## config.mk

```make
export PLATFORM = sky130hd
export DESIGN_NAME = muldiv_sequencer
export DESIGN_NICKNAME = d
export VERILOG_FILES = /design/src/rtl/muldiv_sequencer.sv
export SDC_FILE = /design/constraint.sdc
export NUM_CORES = 1
export LEC_CHECK = 0
export ABC_AREA = 1
export CORE_MARGIN = 2
export CORE_UTILIZATION = 44
export CTS_CLUSTER_SIZE = 28
export DETAILED_ROUTE_END_ITERATION = 10
export PLACE_DENSITY = 0.95
export SLEW_MARGIN = 40
export SYNTH_ARGS = -nofsm -noshare
export SYNTH_HDL_FRONTEND = slang
export SYNTH_SLANG_ARGS = --single-unit
export TNS_END_PERCENT = 5
```

## constraint.sdc

```tcl
create_clock -name clock -period 2.3 [get_ports clock]
set_input_delay 0.345 -clock clock [delete_from_list [all_inputs] [get_ports clock]]
set_output_delay 0.345 -clock clock [all_outputs]
set_load 0.02 [all_outputs]
```

## src/rtl/muldiv_sequencer.sv

```systemverilog
// Sequences one multi-cycle mult/div through the external multdiv unit and
// commits its result to the regfile write port. Optional timeout: MULDIV_TIMEOUT_EN.
module muldiv_sequencer (
   input  logic        clock,
   input  logic        reset,
   input  logic        issue_valid,
   input  logic        issue_op,
   input  logic [4:0]  issue_rd,
   input  logic [31:0] op_a,
   input  logic [31:0] op_b,
   input  logic        unit_ready,
   input  logic [31:0] unit_result,
   input  logic        unit_exception,
   input  logic        mw_wren,
   output logic [31:0] unit_a,
   output logic [31:0] unit_b,
   output logic        ctrl_MULT,
   output logic        ctrl_DIV,
   output logic        stall,
   output logic        wb_valid,
   output logic [4:0]  wb_rd,
   output logic [31:0] wb_data
);

   typedef enum logic [1:0] {
      IDLE  = 2'd0,
      START = 2'd1,
      BUSY  = 2'd2,
      DONE  = 2'd3
   } state_e;

   localparam logic [4:0]  EXC_RD       = 5'd30;
   localparam logic [31:0] EXC_MULT_VAL = 32'd4;
   localparam logic [31:0] EXC_DIV_VAL  = 32'd5;
   localparam logic [5:0]  CNT_MAX      = 6'd63;
`ifdef MULDIV_TIMEOUT_EN
   localparam logic [5:0]  CNT_TIMEOUT  = 6'd39;
`endif

   state_e      state_q, state_d;
   logic [5:0]  cnt_q, cnt_d;
   logic [31:0] a_q, a_d, b_q, b_d, res_q, res_d;
   logic [4:0]  rd_q, rd_d;
   logic        op_q, op_d, exc_q, exc_d;

   logic        stall_c, ctrl_mult_c, ctrl_div_c, wb_valid_c;
   logic [4:0]  tgt_rd;
   logic [31:0] tgt_data;

   // NOTE: state registers use non-blocking assignments so every flop samples
   // the pre-edge value of every other flop, independent of statement order.
   always_ff @(posedge clock) begin
      if (reset) begin
         state_q <= IDLE;
         cnt_q   <= '0;
         a_q     <= '0;
         b_q     <= '0;
         res_q   <= '0;
         rd_q    <= '0;
         op_q    <= 1'b0;
         exc_q   <= 1'b0;
      end else begin
         state_q <= state_d;
         cnt_q   <= cnt_d;
         a_q     <= a_d;
         b_q     <= b_d;
         res_q   <= res_d;
         rd_q    <= rd_d;
         op_q    <= op_d;
         exc_q   <= exc_d;
      end
   end

   // An exception redirects the write to r30 with a fixed per-op code.
   assign tgt_rd   = exc_q ? EXC_RD : rd_q;
   assign tgt_data = exc_q ? (op_q ? EXC_DIV_VAL : EXC_MULT_VAL) : res_q;

   // NOTE: every signal written here gets a default first, so no path through
   // the case statement can leave one unassigned and infer a latch.
   always_comb begin
      state_d     = state_q;
      cnt_d       = cnt_q;
      a_d         = a_q;
      b_d         = b_q;
      res_d       = res_q;
      rd_d        = rd_q;
      op_d        = op_q;
      exc_d       = exc_q;
      stall_c     = 1'b0;
      ctrl_mult_c = 1'b0;
      ctrl_div_c  = 1'b0;
      wb_valid_c  = 1'b0;

      unique case (state_q)
         IDLE: begin
            stall_c = issue_valid;
            if (issue_valid) begin
               a_d     = op_a;
               b_d     = op_b;
               op_d    = issue_op;
               rd_d    = issue_rd;
               exc_d   = 1'b0;
               state_d = START;
            end
         end
         START: begin
            stall_c     = 1'b1;
            ctrl_mult_c = ~op_q;
            ctrl_div_c  = op_q;
            cnt_d       = '0;
            state_d     = BUSY;
         end
         BUSY: begin
            stall_c = 1'b1;
            cnt_d   = (cnt_q == CNT_MAX) ? cnt_q : cnt_q + 6'd1;
            if (unit_ready) begin
               res_d   = unit_result;
               exc_d   = unit_exception;
               state_d = DONE;
            end
`ifdef MULDIV_TIMEOUT_EN
            else if (cnt_q == CNT_TIMEOUT) begin
               exc_d   = 1'b1;
               state_d = DONE;
            end
`endif
         end
         DONE: begin
            // MW owns the write port while mw_wren is high; commit on the first free cycle.
            stall_c = mw_wren;
            if (!mw_wren) begin
               wb_valid_c = (tgt_rd != 5'd0);
               state_d    = IDLE;
            end
         end
         default: state_d = IDLE;
      endcase
   end

   // All outputs are forced low while reset is held, whatever the current state.
   assign unit_a    = reset ? '0 : a_q;
   assign unit_b    = reset ? '0 : b_q;
   assign ctrl_MULT = ctrl_mult_c & ~reset;
   assign ctrl_DIV  = ctrl_div_c & ~reset;
   assign stall     = stall_c & ~reset;
   assign wb_valid  = wb_valid_c & ~reset;
   assign wb_rd     = (state_q == DONE && !mw_wren && !reset) ? tgt_rd : '0;
   assign wb_data   = (state_q == DONE && !mw_wren && !reset) ? tgt_data : '0;

endmodule

```

==> results.json <==
{
  "status": "completed",
  "dp_hpwl_um": 9040,
  "cp.required_ps": 1960,
  "drtIter0Drc": 188,
  "cts_tree": "built",
  "placed_area_um2": 6660,
  "stdcell_area_um2": 6970,
  "switching_share": 0.349,
  "path_max_fanout": 4,
  "max-cap-violations": 0,
  "rows": 36,
  "avgRoutedWirePerCell_um": 13.0,
  "tightest_slew_ps": 556,
  "pwr_density_cell_nw_per_um2": 865,
  "clock-root-buffer": "clkbuf_8",
  "globalRoute.totalOverflow": 0,
  "hold_path_class": "input pin to flop",
  "path_buf_inv": 2,
  "syn_area_per_cell_um2": 6.92,
  "io_pins": 213,
  "grt_pass1_wl_um": 20000,
  "netlist_area_um2": 4440,
  "cts_hold_buf": 0,
  "fin_hold_ws_ps": 389,
  "p_seq_frac": 0.405,
  "avgViaCountPerCell": 4.79,
  "worst_setup_path_start_kind": "flop",
  "cts_max_path_buffers": 2,
  "critPathTopFamily": "buffers and inverters",
  "dp_slack_ps": -4.51,
  "p_clk_frac": 0.212,
  "synth_cell_types": 16,
  "antenna_found_initial": 0,
  "die-area_um2": 10900,
  "final.period_utilization": 0.936,
  "peakVddDrop_mv": 0.478,
  "firstDrtPassIters": 4,
  "slew_headroom": 0.629,
  "p_int_w": 0.00392,
  "cts.sinks": 105,
  "period_needed_ps": 2150,
  "fmax_ghz": 0.465,
  "die_h_um": 105,
  "post_cts_buffers": 0,
  "n_fill_cell": 756,
  "syn_inst": 642,
  "clock_latency_ps": 350,
  "num_vias": 4661,
  "drive_above_1_share": 0.0393,
  "setup_violations": 0,
  "cts_inserted_buffers": 9,
  "core-area_um2": 9770,
  "gp_congestion": 0.824,
  "die-width_um": 105,
  "synth-seq-cells": 105,
  "rsz0062_at_grt": "no",
  "start_util": 0.455,
  "routed_wl_um": 12600,
  "critical_path_class": "flop to output pin",
  "max_stage_delay_ps": 640,
  "area_growth_pct": 56.7,
  "final_antenna_net_count": 0,
  "post-route-util": 0.713,
  "drc": 0,
  "diodes": 0,
  "synth_warnings": 0,
  "synth_seq_area_share": 0.473,
  "fin_ws_ps": 148,
  "cts_max_level": 3,
  "layout_common_cells": "nor2_1, clkdlybuf4s50_1, dfxtp_1",
  "layout_commonest_cell": "nor2_1",
  "cp_slowest_cell": "clkdlybuf4s50_1",
  "cp_cell_sequence": "inv_1, ha_1, nand2_1, nor2_1, clkdlybuf4s50_1",
  "p_comb_frac": 0.383,
  "finalPower_w": 0.00602,
  "first_global_vias": 4254,
  "critPathCaptureType": "output pin",
  "p_sw_w": 0.00210,
  "layout.nets": 948,
  "clkSlewWorstSetupHoldPaths_ps": 90,
  "power_leakage_nw": 3.31,
  "slew_viol_final": 0,
  "hold_viol_final": 0,
  "grt_usage": 0.223,
  "port_buffers": 212,
  "grt_max_degree": 65,
  "syn_nets": 755,
  "cp.arrival_ps": 1810,
  "fin_skew_ps": 5.57
}
area by class of cell:
cell class	instances	area (um2)	area share
Clock buffer	14	163	0.0234
Timing Repair Buffer	227	2350	0.337
Sequential cell	105	2100	0.302
Multi-Input combinational cell	414	1830	0.263
Clock inverter	2	60.1	0.00862
Inverter	78	295	0.0424
Tap cell	133	166	0.0239
final timing paths:
check / to / from / slack (ps) / depth (start not counted)
max: ctrl_MULT / state_q[1]$_SDFFE_PP0P_ / 150 / 5
min: exc_q$_SDFFE_PP0P_ / reset / 390 / 3
max reg2reg: op_q$_SDFFE_PP0P_ / state_q[0]$_SDFFE_PP0P_ / 690 / 6
min reg2reg: a_q[6]$_SDFFE_PP0P_ / a_q[6]$_SDFFE_PP0P_ / 460 / 2
synth_stat cells (all sizes together):
cell    instances  area [um2]
inv            78         293
nor2          182         683
ha              5        62.6
nand3           4        20.0
dfxtp         105        2100
clkbuf         20        81.3
buf            25         143
o21ai         103         516
nand4           1        6.26
nand2          48         183
a21oi          71         355
stage by stage:
step                      TNS [ps]  std cells
after floorplan                  0        642
after global placement           0        957
after detailed placement     -4.51        957
after CTS                        0        973
after global routing             0        973
final                            0        973
kinds of logic after synthesis:
group	Yosys count	share of synthesized area
buf+inv	123	0.116
compound gates	174	0.196
flops	105	0.473
simple gates	235	0.201
fa+ha+maj	5	0.0141
power by group through the flow:
stage          sequential (W)  combinational [W]  clock (W)
2_1_floorplan         0.00244            0.00148          0
3_3_place_gp          0.00246            0.00226          0
3_5_place_dp          0.00248            0.00232          0
4_1_cts               0.00244            0.00232    0.00130
5_1_grt               0.00248            0.00259    0.00136
6_report              0.00244            0.00231    0.00128
registers in the layout (all words and copies together), names as in the netlist:
register	flops
a_q	32
b_q	32
exc_q	1
op_q	1
rd_q	5
res_q	32
state_q	2
repair_timing:
item | CTS | global route
resized for setup | 6 | 34
pin swaps | 0 | 0
endpoints found under the setup margin | 8 | 34
worst register-to-register path: cells and delay by family (launching register included):
kind / cells / cell delay (ps)
and+or+nand+nor: 2 / 420
DFF: 1 / 370
buffers and inverters: 2 / 350
adders and majority gates: 1 / 280
AOI/OAI and AO/OA: 1 / 140
per-layer routing:
metal	global-route usage	vias to the layer above	wire length, um
met3	0.0520	23	983
met4	0.0888	0	297
li1	-	2386	-
met1	0.270	2084	5260
met5	0	-	0
met2	0.381	168	6100
No activity file was read; power rests on OpenSTA's default activity.
